**config.mk**
```make
export PLATFORM = sky130hd
export DESIGN_NAME = serial_adder_seq
export DESIGN_NICKNAME = d
export VERILOG_FILES = /design/src/rtl/serial_adder_seq.sv
export SDC_FILE = /design/constraint.sdc
export NUM_CORES = 1
export LEC_CHECK = 0
export ABC_AREA = 1
export ABC_CLOCK_PERIOD_IN_PS = 1400
export CORE_UTILIZATION = 52
export DETAILED_ROUTE_END_ITERATION = 12
export PLACE_DENSITY = 0.79
export SLEW_MARGIN = 20
export SYNTH_ARGS = -nofsm -noshare
export SYNTH_HDL_FRONTEND = slang
export SYNTH_SLANG_ARGS = --single-unit
```
**constraint.sdc**
```tcl
create_clock -name clk -period 1.4 [get_ports clk]
set_clock_uncertainty 0.05 [all_clocks]
set_input_delay 0.28 -clock clk [delete_from_list [all_inputs] [get_ports clk]]
set_output_delay 0.28 -clock clk [all_outputs]
set_load 0.02 [all_outputs]
```
**src/rtl/serial_adder_seq.sv**
```systemverilog
// Bit-serial add/subtract: one full-adder cell plus a registered carry, LSB first,
// with a start/busy/done handshake and a result held until the next accepted start.
module serial_adder_seq #(
    parameter int unsigned WIDTH = 8
) (
    input  logic             clk,
    input  logic             rst_n,
    input  logic             start,
    input  logic [WIDTH-1:0] a,
    input  logic [WIDTH-1:0] b,
    input  logic             c_in,
    input  logic             sub,
    output logic             busy,
    output logic             done,
    output logic [WIDTH-1:0] sum,
    output logic             c_out,
    output logic             overflow
);

    localparam int unsigned CNT_W = $clog2(WIDTH + 1);

    typedef enum logic [1:0] {
        IDLE = 2'd0,
        RUN  = 2'd1,
        DONE = 2'd2
    } state_t;

    state_t           state;
    state_t           state_nx;
    logic [WIDTH-1:0] a_q;
    logic [WIDTH-1:0] bx_q;
    logic [WIDTH-1:0] shreg;
    logic [WIDTH-1:0] shreg_nx;
    logic             carry;
    logic             bit_nx;
    logic             carry_nx;
    logic             last_bit;
    logic [CNT_W-1:0] cnt;

    // Operands shift right each RUN cycle, so the active bit is always at index 0.
    assign bit_nx   = a_q[0] ^ bx_q[0] ^ carry;
    assign carry_nx = (a_q[0] & bx_q[0]) | (a_q[0] & carry) | (bx_q[0] & carry);
    assign shreg_nx = (shreg >> 1) | (WIDTH'(bit_nx) << (WIDTH - 1));
    assign last_bit = (cnt == CNT_W'(WIDTH - 1));

    always_ff @(posedge clk or negedge rst_n) begin
        if (!rst_n) begin
            state <= IDLE;
        end else begin
            state <= state_nx;
        end
    end

    always_comb begin
        state_nx = state;
        case (state)
            IDLE:    if (start) state_nx = RUN;
            RUN:     if (last_bit) state_nx = DONE;
            DONE:    state_nx = IDLE;
            default: state_nx = IDLE;
        endcase
    end

    // Datapath and registered outputs; carry held at the MSB step is the carry into the MSB.
    always_ff @(posedge clk or negedge rst_n) begin
        if (!rst_n) begin
            a_q      <= '0;
            bx_q     <= '0;
            shreg    <= '0;
            carry    <= 1'b0;
            cnt      <= '0;
            busy     <= 1'b0;
            done     <= 1'b0;
            sum      <= '0;
            c_out    <= 1'b0;
            overflow <= 1'b0;
        end else begin
            busy <= (state_nx == RUN);
            done <= (state_nx == DONE);
            case (state)
                IDLE: begin
                    if (start) begin
                        a_q   <= a;
                        bx_q  <= b ^ {WIDTH{sub}};
                        carry <= sub ? 1'b1 : c_in;
                        cnt   <= '0;
                    end
                end
                RUN: begin
                    a_q   <= a_q >> 1;
                    bx_q  <= bx_q >> 1;
                    carry <= carry_nx;
                    shreg <= shreg_nx;
                    cnt   <= cnt + CNT_W'(1);
                    if (last_bit) begin
                        sum      <= shreg_nx;
                        c_out    <= carry_nx;
                        overflow <= carry ^ carry_nx;
                    end
                end
                default: ;
            endcase
        end
    end

endmodule

```
==> summary.md <==
| Metric | Value |
|---|---|
| Post-synthesis instance total | 230 |
| Die area | approximately 4000 sq um |
| Hpwl dp | between 2000 and 2500 microns |
| WS Path Type | reg -> out |
| Worst Max-Slew Pin Slew | roughly 0.27 ns |
| Core Rows | 21 |
| Worst-Skew Late Latency | about 0.29 ns |
| # IOs | 33 |
| P_leak | around 1.3 nW |
| Core Area | 3440 sq um |
| Synth Warn # | 0 |
| DRC viols | 0 |
| CTS tree | built |
| RSZ-0062 raised after global routing | false |
| Worst EP required | around 1.1 ns |
| Multiplexer area fraction after synthesis | 0% |
| Initial antenna violation count | 0 |
| CP bufs+invs | 1 |
| Count of pins over their slew limit | 0 |
| # diodes | 0 |
| Worst-path clk slew | 0.07 ns |
| Slew HR | 82.0% |
| Die Ht | roughly 63 microns |
| Critical path endpoint category | output port |
| Post-synthesis compound-gate area fraction | about 2.8% |
| Final std cells w/o fill | roughly 320 |
| Largest net degree at the start of global routing | 43 |
| Fin crit period | 1.33 ns |
| Pwr Total | roughly 0.0047 W |
| Number of global-route vias before repair | approximately 1400 |
| XOR/XNOR share of the synthesized area | less than 1% |
| Total CTS buffers | 5 |
| Post-route ant nets | 0 |
| Final net count | between 200 and 300 |
| Synth Area in Adders | roughly 1.7% |
| Initial Util | ~56% |
| Arr. time, crit path | 1.00 ns |
| Max VDD drop | 0.838 mV |
| TritonCTS Sinks | 42 |
| GRT Total Usage | between 20% and 30% |
| Area grow syn2layout | 25.2% |
| Share of post-route cells with drive strength above 1 | between 10% and 20% |
| CP max FO | 2 |
| Avg Cell Area, Syn | between 8 and 9 sq um |
| Startpoint Class | flop |
| Final setup fails | 0 |
| Routed WL per cell | between 10 and 15 microns |
| GPL Wtd Cong | between 0.7 and 0.8 |
| Endpoints failing hold | 0 |
| DR iter-0 viols | 67 |
| First-pass GRT wire length | between 6000 and 7000 microns |
| Pwr Density | between 1500 and 2000 nW/um^2 |
| DR vias | roughly 1600 |
| Flip-flop and latch count after synthesis | 42 |
| Largest family of logic cells by synthesized area | simple AND/OR/NAND/NOR gates |
| Netlist cell types | 22 |
| Chip Width | around 63 microns |
| Max incr delay on CP | 0.39 ns |
| Crit-path cells | dlygate4sd2_1 |
| Hold Crit Depth | 2 |
| Final wirelength | around 3600 microns |
| Placed Cells | 304 |
| Fin crit share | between 90% and 100% |
| CP top delay family | flip-flops |
| Root Buffer | clkbuf_8 |
| Mapped Area | a little under 2000 sq um |
| Seq/Total Area, Yosys | between 50% and 60% |
| WP depth | 1 |
| HP Class | reg -> reg |
| Port buffer count | 32 |
| Synthesized Nets | around 250 |
| Status | finished clean |
| Routed vias/inst | slightly below 5 |
| Max frequency | 751 MHz |
| Simple-gate portion of the synthesized area | between 30% and 40% |
| Gr ovfl total | 0 |
| Worst-case reg-to-reg path depth | 4 |
| Hold Slack | 0.423 ns |
| Max clock buf depth | 2 |
| Htree depth | 2 |
| Slowest-stage cell, CP | dfrtp_1 |
| TritonRoute pass-1 iters | 4 |
| Number of max-cap violations | 0 |
## cell usage after synthesis
cell type  number  area (sq um)
dfrtp_1        42          1050
xnor2_1         1          8.76
buf_6           3          33.8
o21ai_1         9          45.0
inv_2           1          3.75
xor2_1          1          8.76
nand2_2         1          6.26
or2_2           1          6.26
buf_2           6          30.0
nor2_1          3          11.3
ha_1            1          12.5
nand4_1         1          6.26
buf_4           1          7.51
fa_1            1          20.0
inv_1          12          45.0
o21ai_0         2          10.0
nor2_4          2          22.5
nand2_1        99           372
nand3_2         1          10.0
nand2_4         2          22.5
nand3_1        38           190
inv_4           2          12.5
## flip-flops by register name (all words and copies together), names as in the netlist
register and flops:
a_q 8, overflow 1, cnt 4, busy 1
state 2, c_out 1, carry 1, done 1
sum 8, bx_q 8, shreg 7
## final cells by class
cell class | instances | area (sq um)
Clock buffer | 7 | 86.3
Clock inverter | 1 | 5.00
Fill cell | 282 | 1020
Inverter | 15 | 61.3
Multi-Input combinational cell | 163 | 754
Sequential cell | 42 | 1050
Tap cell | 46 | 57.6
Timing Repair Buffer | 41 | 408
## cell families after synthesis
| family | Yosys count |
|---|---|
| buf+inv | 25 |
| compound gates | 11 |
| flops | 42 |
| simple gates | 148 |
| fa+ha+maj | 2 |
| xor+xnor | 2 |
## layer usage
layer / share of wire [%] / GRT usage [%] / vias to the layer above / wire [microns]
li1: - / - / 804 / -
met1: 46 / 27.6 / 720 / 1650
met2: 48 / 33.6 / 36 / 1720
met3: 3.9 / 4.93 / 6 / 139
met4: 1.2 / 8.72 / 0 / 44
met5: 0 / 0 / - / 0
## power breakdown
| part | switching [W] | internal (W) | total (W) |
|---|---|---|---|
| clock | 0.000397 | 0.000398 | 0.000795 |
| sequential | 0.000315 | 0.00172 | 0.00204 |
| combinational | 0.00112 | 0.000769 | 0.00188 |
## repair_timing
action,CTS,global route
setup buffers,0,2
hold endpoints to repair,42,0
resized for setup,12,1
pin swaps,0,0
hold buffers,1,0
setup endpoints to repair,12,10
## path summary, 6_finish.rpt
| path | slack, ns | to | startpoint |
|---|---|---|---|
| max in group asynchronous | 0.67 | shreg[3] | rst_n |
| max reg2reg | 0.13 | overflow | a_q[0] |
| max | 0.07 | sum[3] | sum[3] |
| min reg2reg | 0.42 | sum[7] | sum[7] |
| min | 0.42 | sum[7] | sum[7] |
| min in group asynchronous | 0.44 | cnt[3] | rst_n |
## metrics by stage
| step | util, % | setup slack [ns] | area [sq um] | setup TNS (ns) |
|---|---|---|---|---|
| final | 70.4 | 0.0683 | 2420 | 0 |
| after global routing | 70.4 | 0.0136 | 2420 | 0 |
| after CTS | 69.9 | 0.0509 | 2410 | 0 |
| after detailed placement | 67.4 | -0.00995 | 2320 | -0.0270 |
| after global placement | 67.4 | 0.00452 | 2320 | 0 |
| after floorplan | - | 0.129 | 1940 | 0 |
## layout by cell type (no fill, tap or decap), drive strengths merged
master | Yosys | layout
xnor2 | 1 | 1
nand4 | 1 | 1
dlygate4sd2 | 0 | 12
o21ai | 11 | 11
inv | 15 | 15
dlygate4sd3 | 0 | 1
clkdlybuf4s50 | 0 | 19
nor2 | 5 | 5
clkbuf | 0 | 7
clkinv | 0 | 1
nand2 | 102 | 102
buf | 10 | 9
fa | 1 | 1
xor2 | 1 | 1
ha | 1 | 1
or2 | 1 | 1
nand3 | 39 | 39
dfrtp | 42 | 42
Note: power is estimated with default switching activity, not from simulation.
